<file path="src/rtl/filtro_pkg.sv">
// filtro_pkg: Q4.14 format constants, controller state encoding and coefficient addresses
package filtro_pkg;
  localparam int SIZE = 19;
  localparam int PF = 14;
  localparam int MAG = 4;
  localparam int NCOEF = 5;
  typedef enum logic [2:0] {
    ST_IDLE   = 3'd0,
    ST_CONV   = 3'd1,
    ST_SETTLE = 3'd2,
    ST_STEP   = 3'd3,
    ST_OUT    = 3'd4
  } state_t;
  localparam logic [2:0] ADDR_A1 = 3'd0;
  localparam logic [2:0] ADDR_A2 = 3'd1;
  localparam logic [2:0] ADDR_B0 = 3'd2;
  localparam logic [2:0] ADDR_B1 = 3'd3;
  localparam logic [2:0] ADDR_B2 = 3'd4;
endpackage

</file>
<file path="src/rtl/filtro_coef_bank.sv">
// filtro_coef_bank: shadow coefficient bank written by the host, copied to the active bank on load
module filtro_coef_bank #(
  parameter int W = 19
) (
  input  logic         clk,
  input  logic         rst,
  input  logic         we_i,
  input  logic [2:0]   addr_i,
  input  logic [W-1:0] wdata_i,
  input  logic         load_i,
  output logic [W-1:0] a1_o,
  output logic [W-1:0] a2_o,
  output logic [W-1:0] b0_o,
  output logic [W-1:0] b1_o,
  output logic [W-1:0] b2_o
);
  import filtro_pkg::*;
  logic [W-1:0] shadow_q [NCOEF];
  logic [W-1:0] shadow_d [NCOEF];
  logic [W-1:0] active_q [NCOEF];
  // apply this cycle's write first so a coincident load copies it; addresses 5-7 match nothing
  always_comb begin
    for (int k = 0; k < NCOEF; k++) shadow_d[k] = (we_i && addr_i == 3'(k)) ? wdata_i : shadow_q[k];
  end
  // shadow always follows writes, active only changes on load
  always_ff @(posedge clk) begin
    if (rst) begin
      for (int k = 0; k < NCOEF; k++) begin
        shadow_q[k] <= '0;
        active_q[k] <= '0;
      end
    end else begin
      shadow_q <= shadow_d;
      if (load_i) active_q <= shadow_d;
    end
  end
  assign a1_o = active_q[ADDR_A1];
  assign a2_o = active_q[ADDR_A2];
  assign b0_o = active_q[ADDR_B0];
  assign b1_o = active_q[ADDR_B1];
  assign b2_o = active_q[ADDR_B2];
endmodule

</file>
<file path="src/rtl/filtro_ctrl.sv">
// filtro_ctrl: sample-rate sequencer driving the ADC, the filter step enable and output capture
module filtro_ctrl #(
  parameter int SIZE        = 19,
  parameter int SAMPLE_DIV  = 2500,
  parameter int SETTLE      = 4,
  parameter int ADC_TIMEOUT = 64
) (
  input  logic            clk,
  input  logic            rst,
  output logic            adc_start,
  input  logic            adc_done,
  input  logic [SIZE-1:0] adc_data,
  output logic [SIZE-1:0] u,
  output logic            en,
  input  logic [SIZE-1:0] y_in,
  output logic [SIZE-1:0] y_out,
  output logic            y_valid,
  input  logic            coef_we,
  input  logic [2:0]      coef_addr,
  input  logic [SIZE-1:0] coef_wdata,
  input  logic            coef_commit,
  output logic [SIZE-1:0] a1,
  output logic [SIZE-1:0] a2,
  output logic [SIZE-1:0] b0,
  output logic [SIZE-1:0] b1,
  output logic [SIZE-1:0] b2,
  input  logic            err_clr,
  output logic            busy,
  output logic            timeout_err,
  output logic            overrun_err
);
  import filtro_pkg::*;
  localparam int DW = $clog2(SAMPLE_DIV);
  localparam int TW = $clog2(ADC_TIMEOUT + 1);
  localparam int SW = $clog2(SETTLE + 1);
  state_t state_q, state_d;
  logic [DW-1:0] div_q;
  logic [TW-1:0] tcnt_q, tcnt_d;
  logic [SW-1:0] scnt_q, scnt_d;
  logic [SIZE-1:0] u_q, y_out_q;
  logic y_valid_q, pend_q, tout_q, ovr_q;
  logic tick, accept, timeout, start_conv, load;
  assign tick       = div_q == DW'(SAMPLE_DIV - 1);
  assign accept     = state_q == ST_CONV && adc_done;
  assign timeout    = state_q == ST_CONV && !adc_done && tcnt_q == TW'(ADC_TIMEOUT - 1);
  assign start_conv = state_q == ST_IDLE && tick;
  assign load       = start_conv && (pend_q || coef_commit);
  // sequence one sample: convert, let the filter settle, step it, capture its output
  always_comb begin
    state_d = state_q;
    unique case (state_q)
      ST_IDLE:   state_d = tick ? ST_CONV : ST_IDLE;
      ST_CONV:   state_d = accept ? ST_SETTLE : timeout ? ST_IDLE : ST_CONV;
      ST_SETTLE: state_d = scnt_q == SW'(SETTLE - 1) ? ST_STEP : ST_SETTLE;
      ST_STEP:   state_d = ST_OUT;
      ST_OUT:    state_d = ST_IDLE;
      default:   state_d = ST_IDLE;
    endcase
    tcnt_d = (state_q == ST_CONV && state_d == ST_CONV) ? tcnt_q + 1'b1 : '0;
    scnt_d = (state_q == ST_SETTLE && state_d == ST_SETTLE) ? scnt_q + 1'b1 : '0;
  end
  // state, free-running divider, sample/output registers and sticky flags (set beats clear)
  always_ff @(posedge clk) begin
    if (rst) begin
      state_q   <= ST_IDLE;
      div_q     <= '0;
      tcnt_q    <= '0;
      scnt_q    <= '0;
      u_q       <= '0;
      y_out_q   <= '0;
      y_valid_q <= 1'b0;
      pend_q    <= 1'b0;
      tout_q    <= 1'b0;
      ovr_q     <= 1'b0;
    end else begin
      state_q   <= state_d;
      div_q     <= tick ? '0 : div_q + 1'b1;
      tcnt_q    <= tcnt_d;
      scnt_q    <= scnt_d;
      u_q       <= accept ? adc_data : u_q;
      y_out_q   <= state_q == ST_OUT ? y_in : y_out_q;
      y_valid_q <= state_q == ST_OUT;
      pend_q    <= start_conv ? 1'b0 : pend_q | coef_commit;
      tout_q    <= timeout | (tout_q & ~err_clr);
      ovr_q     <= (tick && state_q != ST_IDLE) | (ovr_q & ~err_clr);
    end
  end
  assign adc_start   = state_q == ST_CONV && tcnt_q == '0;
  assign en          = state_q == ST_STEP;
  assign busy        = state_q != ST_IDLE;
  assign u           = u_q;
  assign y_out       = y_out_q;
  assign y_valid     = y_valid_q;
  assign timeout_err = tout_q;
  assign overrun_err = ovr_q;
  filtro_coef_bank #(.W(SIZE)) u_bank (
    .clk     (clk),
    .rst     (rst),
    .we_i    (coef_we),
    .addr_i  (coef_addr),
    .wdata_i (coef_wdata),
    .load_i  (load),
    .a1_o    (a1),
    .a2_o    (a2),
    .b0_o    (b0),
    .b1_o    (b1),
    .b2_o    (b2)
  );
endmodule

</file>
<file path="config.mk">
export PLATFORM = sky130hd
export DESIGN_NAME = filtro_ctrl
export DESIGN_NICKNAME = d
export VERILOG_FILES = /design/src/rtl/filtro_pkg.sv /design/src/rtl/filtro_coef_bank.sv /design/src/rtl/filtro_ctrl.sv
export SDC_FILE = /design/constraint.sdc
export NUM_CORES = 1
export LEC_CHECK = 0
export ABC_AREA = 1
export BUFFER_PORTS_ARGS = -buffer_cell sky130_fd_sc_hd__buf_2
export CAP_MARGIN = 20
export CORE_MARGIN = 3
export CORE_UTILIZATION = 45
export CTS_CLUSTER_DIAMETER = 120
export DETAILED_ROUTE_END_ITERATION = 8
export PLACE_DENSITY_LB_ADDON = 0.25
export SETUP_SLACK_MARGIN = 0.3
export SLEW_MARGIN = 20
export SYNTH_ARGS = -nofsm -noshare
export SYNTH_HDL_FRONTEND = slang
export SYNTH_SLANG_ARGS = --single-unit
</file>
<file path="constraint.sdc">
create_clock -name clk -period 2.5 [get_ports clk]
set_input_delay 0.125 -clock clk [delete_from_list [all_inputs] [get_ports clk]]
set_output_delay 0.125 -clock clk [all_outputs]
set_load 0.01 [all_outputs]
</file>
==> results_dict.tcl <==
set metrics [dict create \
    critical_path_arrival_ns 2.55 \
    drt_iter0_markers 643 \
    wl_per_cell_um 13.48 \
    result_of_the_run "finished, final reports clean" \
    worst_setup_path_start_kind "flip-flop" \
    period_minus_slack_ns 2.080 \
    num-nets-final 1924 \
    synth_nets 1697 \
    regToRegEndpoint "u_bank.a1_o[1]" \
    grt_pass1_vias 9621 \
    cp.required_ns 2.97 \
    timing.fmax_mhz 480.9 \
    htree_num_levels 1 \
    post-route-util_pct 58.30 \
    cellPowerDensity_nw_per_um2 683.8 \
    slew_headroom_pct 30.02 \
    cts_root_buffer "sky130_fd_sc_hd__clkbuf_16" \
    layout_area_overhead_pct 26.72 \
    power.clock.fraction_pct 49.9 \
    swShare_pct 22.10 \
    fp.coreArea_um2 23610 \
    post-dp-hpwl_um 18770 \
    hp-class "input pin to flip-flop" \
    yosys_warnings 0 \
    seq_power_share_pct 44.3 \
    leading_cell_types_in_the_layout_fill_and_taps_excluded "sky130_fd_sc_hd__nand2_1 (380), sky130_fd_sc_hd__inv_1 (331), sky130_fd_sc_hd__nor2_1 (260)" \
    cp-end-kind "flip-flop" \
    setup-tns-final_ns 0 \
    synth.distinct_cells 26 \
    finalClockSkew_ns 0.008661 \
    synth-seq-area-share_pct 47.36 \
    final_hold_viols 0 \
    fillCellCount 2184 \
    drv_cap 0 \
    groute.usage.overall_pct 21.85 \
    io_pins 205 \
    routed_via_density 4.635 \
    clock_path_buffers 3 \
    gp_congestion 0.8419 \
    detailedRoute.firstPassIterationCount 5 \
    num_vias 10170 \
    die_width_um 161.4 \
    drc 0 \
    min-delay-start "coef_wdata[17]" \
    p_int_uw 7332 \
    tightestPinTransition_ns 1.050 \
    antennaDiodeCount 0 \
    power_uw 9413 \
    final_cell_area_um2 13770 \
    comb_power_share_pct 5.8 \
    cts_num_sinks 257 \
    p_leak_uw 0.006928 \
    yosys_register_bits 257 \
    path_max_fanout 22 \
    hold_ws_ns 0.01318 \
    dieArea_um2 26040 \
    insertion_delay_ns 0.54 \
    multi_input_area_um2 4040 \
    critical_path_class "flip-flop to flip-flop" \
    final-max-slew-violation-count 0 \
    std_cell_rows 56 \
    layout_worst_path_cycle_share_pct 83.19 \
    unrepaired_setup_endpoints_after_global_routing "true" \
    whs_path_depth 3 \
    synthesized_cell_area_um2 10860 \
    rr_worst_depth 10 \
    cts.clk_slew.worst_paths_ns 0.06 \
    die_extent_in_y_um 161.4 \
    min_to "u_bank.shadow_q[74]" \
    antenna_found_initial 1 \
    register_area_um2 5145 \
    setup-violations-final 0 \
    place.port_buffers 204 \
    r2r_start "div_q[0]" \
    layout.cells.most_common "sky130_fd_sc_hd__nand2_1" \
    cts_made_buffers 28 \
    route.final.wire_length_um 29580 \
    initial_core_util_pct 46.00 \
    irDropWorstVdd_v 0.0004476 \
    power.switching_uw 2081 \
    post_synth_inst_count 1626 \
    gr-total-overflow 0 \
    detailed_place.area_um2 12050 \
    global_route_wire_length_before_repair_um 47620 \
    grt_max_degree 97 \
    setup.reg_to_reg.worst_slack_ns 0.42 \
    cts_tree "done" \
    drive_above_1_share_pct 15.47 \
    final_antenna_net_count 0 \
    syn_area_per_cell_um2 6.681 \
]
[how the worst max path moves through the flow]
stage / from / end / slack [ns] / depth (start not counted)
6_report: div_q[0] / u_bank.a1_o[1] / 0.42 / 10
5_1_grt: div_q[0] / u_bank.b1_o[17] / 0.23 / 10
4_1_cts: div_q[0] / u_bank.a1_o[1] / 0.33 / 10
3_5_place_dp: div_q[0] / u_bank.a1_o[1] / 0.34 / 10
3_3_place_gp: div_q[0] / u_bank.b0_o[2] / 0.42 / 10
2_1_floorplan: div_q[0] / u_bank.a2_o[10] / 0.97 / 10
[final cells by class]
cell class | instances | area share, %
Sequential cell | 257 | 37.37
Multi-Input combinational cell | 941 | 29.35
Clock buffer | 39 | 6.199
Tap cell | 319 | 2.899
Clock inverter | 13 | 1.600
Inverter | 339 | 9.253
Timing Repair Buffer | 286 | 13.32
[Yosys cell counts]
library cell,n,area share [%]
sky130_fd_sc_hd__or2_2,2,0.12
sky130_fd_sc_hd__nor2_1,260,9.0
sky130_fd_sc_hd__a31oi_1,1,0.058
sky130_fd_sc_hd__xor2_1,4,0.32
sky130_fd_sc_hd__nand3_1,144,6.6
sky130_fd_sc_hd__buf_6,6,0.62
sky130_fd_sc_hd__inv_1,331,11
sky130_fd_sc_hd__o21ai_0,67,3.1
sky130_fd_sc_hd__inv_2,6,0.21
sky130_fd_sc_hd__nor3b_1,2,0.14
sky130_fd_sc_hd__clkinv_1,2,0.069
sky130_fd_sc_hd__a21oi_1,27,1.2
sky130_fd_sc_hd__nand4_1,24,1.4
sky130_fd_sc_hd__o21ai_1,12,0.55
sky130_fd_sc_hd__dfxtp_1,257,47
sky130_fd_sc_hd__nor2_4,1,0.10
sky130_fd_sc_hd__nor3_1,4,0.18
sky130_fd_sc_hd__ha_1,5,0.58
sky130_fd_sc_hd__buf_2,20,0.92
sky130_fd_sc_hd__clkbuf_1,49,1.7
sky130_fd_sc_hd__buf_4,6,0.41
sky130_fd_sc_hd__nor4_1,2,0.12
sky130_fd_sc_hd__nand2_1,381,13
sky130_fd_sc_hd__nor2_2,2,0.12
sky130_fd_sc_hd__nand3_2,2,0.18
sky130_fd_sc_hd__buf_1,9,0.31
[logic make-up (layout without fill, tap and decap cells)]
family | after synthesis | count (layout) | share of synthesized area [%]
xor+xnor | 4 | 4 | 0.3225
simple gates | 824 | 825 | 31.12
compound gates | 107 | 107 | 4.941
buf+inv | 429 | 677 | 15.68
flops | 257 | 257 | 47.36
fa+ha+maj | 5 | 5 | 0.5759
[power by group through the flow]
stage | Clock, µW | Sequential (µW) | Combinational (µW)
5_1_grt | 4950 | 4170 | 608
3_5_place_dp | 0 | 4260 | 471
4_1_cts | 4770 | 4170 | 533
2_1_floorplan | 0 | 4260 | 301
3_3_place_gp | 0 | 4260 | 466
6_report | 4700 | 4170 | 544
[flip-flops by register name, summed over array words and instances, names as in the netlist]
signal and count:
u 19, state_q 3, y_valid 1, u_bank.b0_o 19, u_bank.b1_o 19, u_bank.shadow_q 95, u_bank.a1_o 19, div_q 12
timeout_err 1, u_bank.b2_o 19, pend_q 1, scnt_q 3, y_out 19, u_bank.a2_o 19, overrun_err 1, tcnt_q 7
[critical path: stages (launching register included)]
cell                      delay (ns)
sky130_fd_sc_hd__dfxtp_1        0.35
sky130_fd_sc_hd__ha_1           0.18
sky130_fd_sc_hd__nand2_1        0.08
sky130_fd_sc_hd__nor2_1         0.13
sky130_fd_sc_hd__inv_1          0.06
sky130_fd_sc_hd__nor2_2         0.31
sky130_fd_sc_hd__nand3_4        0.36
sky130_fd_sc_hd__buf_4          0.32
sky130_fd_sc_hd__nand2_1        0.07
sky130_fd_sc_hd__inv_1          0.03
sky130_fd_sc_hd__nor2_1         0.10
[per-layer routing]
layer  track usage (%)  part of all wire [%]
met1             28.47                    44
met2             35.40                    45
met3             5.617                   8.1
met4             7.431                   2.7
met5                 0                 0.044
[what timing repair did]
action | 4_1_cts | 5_1_grt
buffers inserted | 0 | 0
gates resized for setup | 0 | 1
endpoints found under the setup margin | 0 | 66
hold buffers | 63 | 0
endpoints found under the hold margin | 61 | 0
[stage by stage]
stage                     worst slack (ns)  std cells
after floorplan                     0.9691       1626
after global routing                0.2333       2194
after CTS                           0.3266       2193
after detailed placement            0.3371       2078
after global placement              0.4189       2078
final                               0.4203       2194
Power figures use the tool's default switching activity.
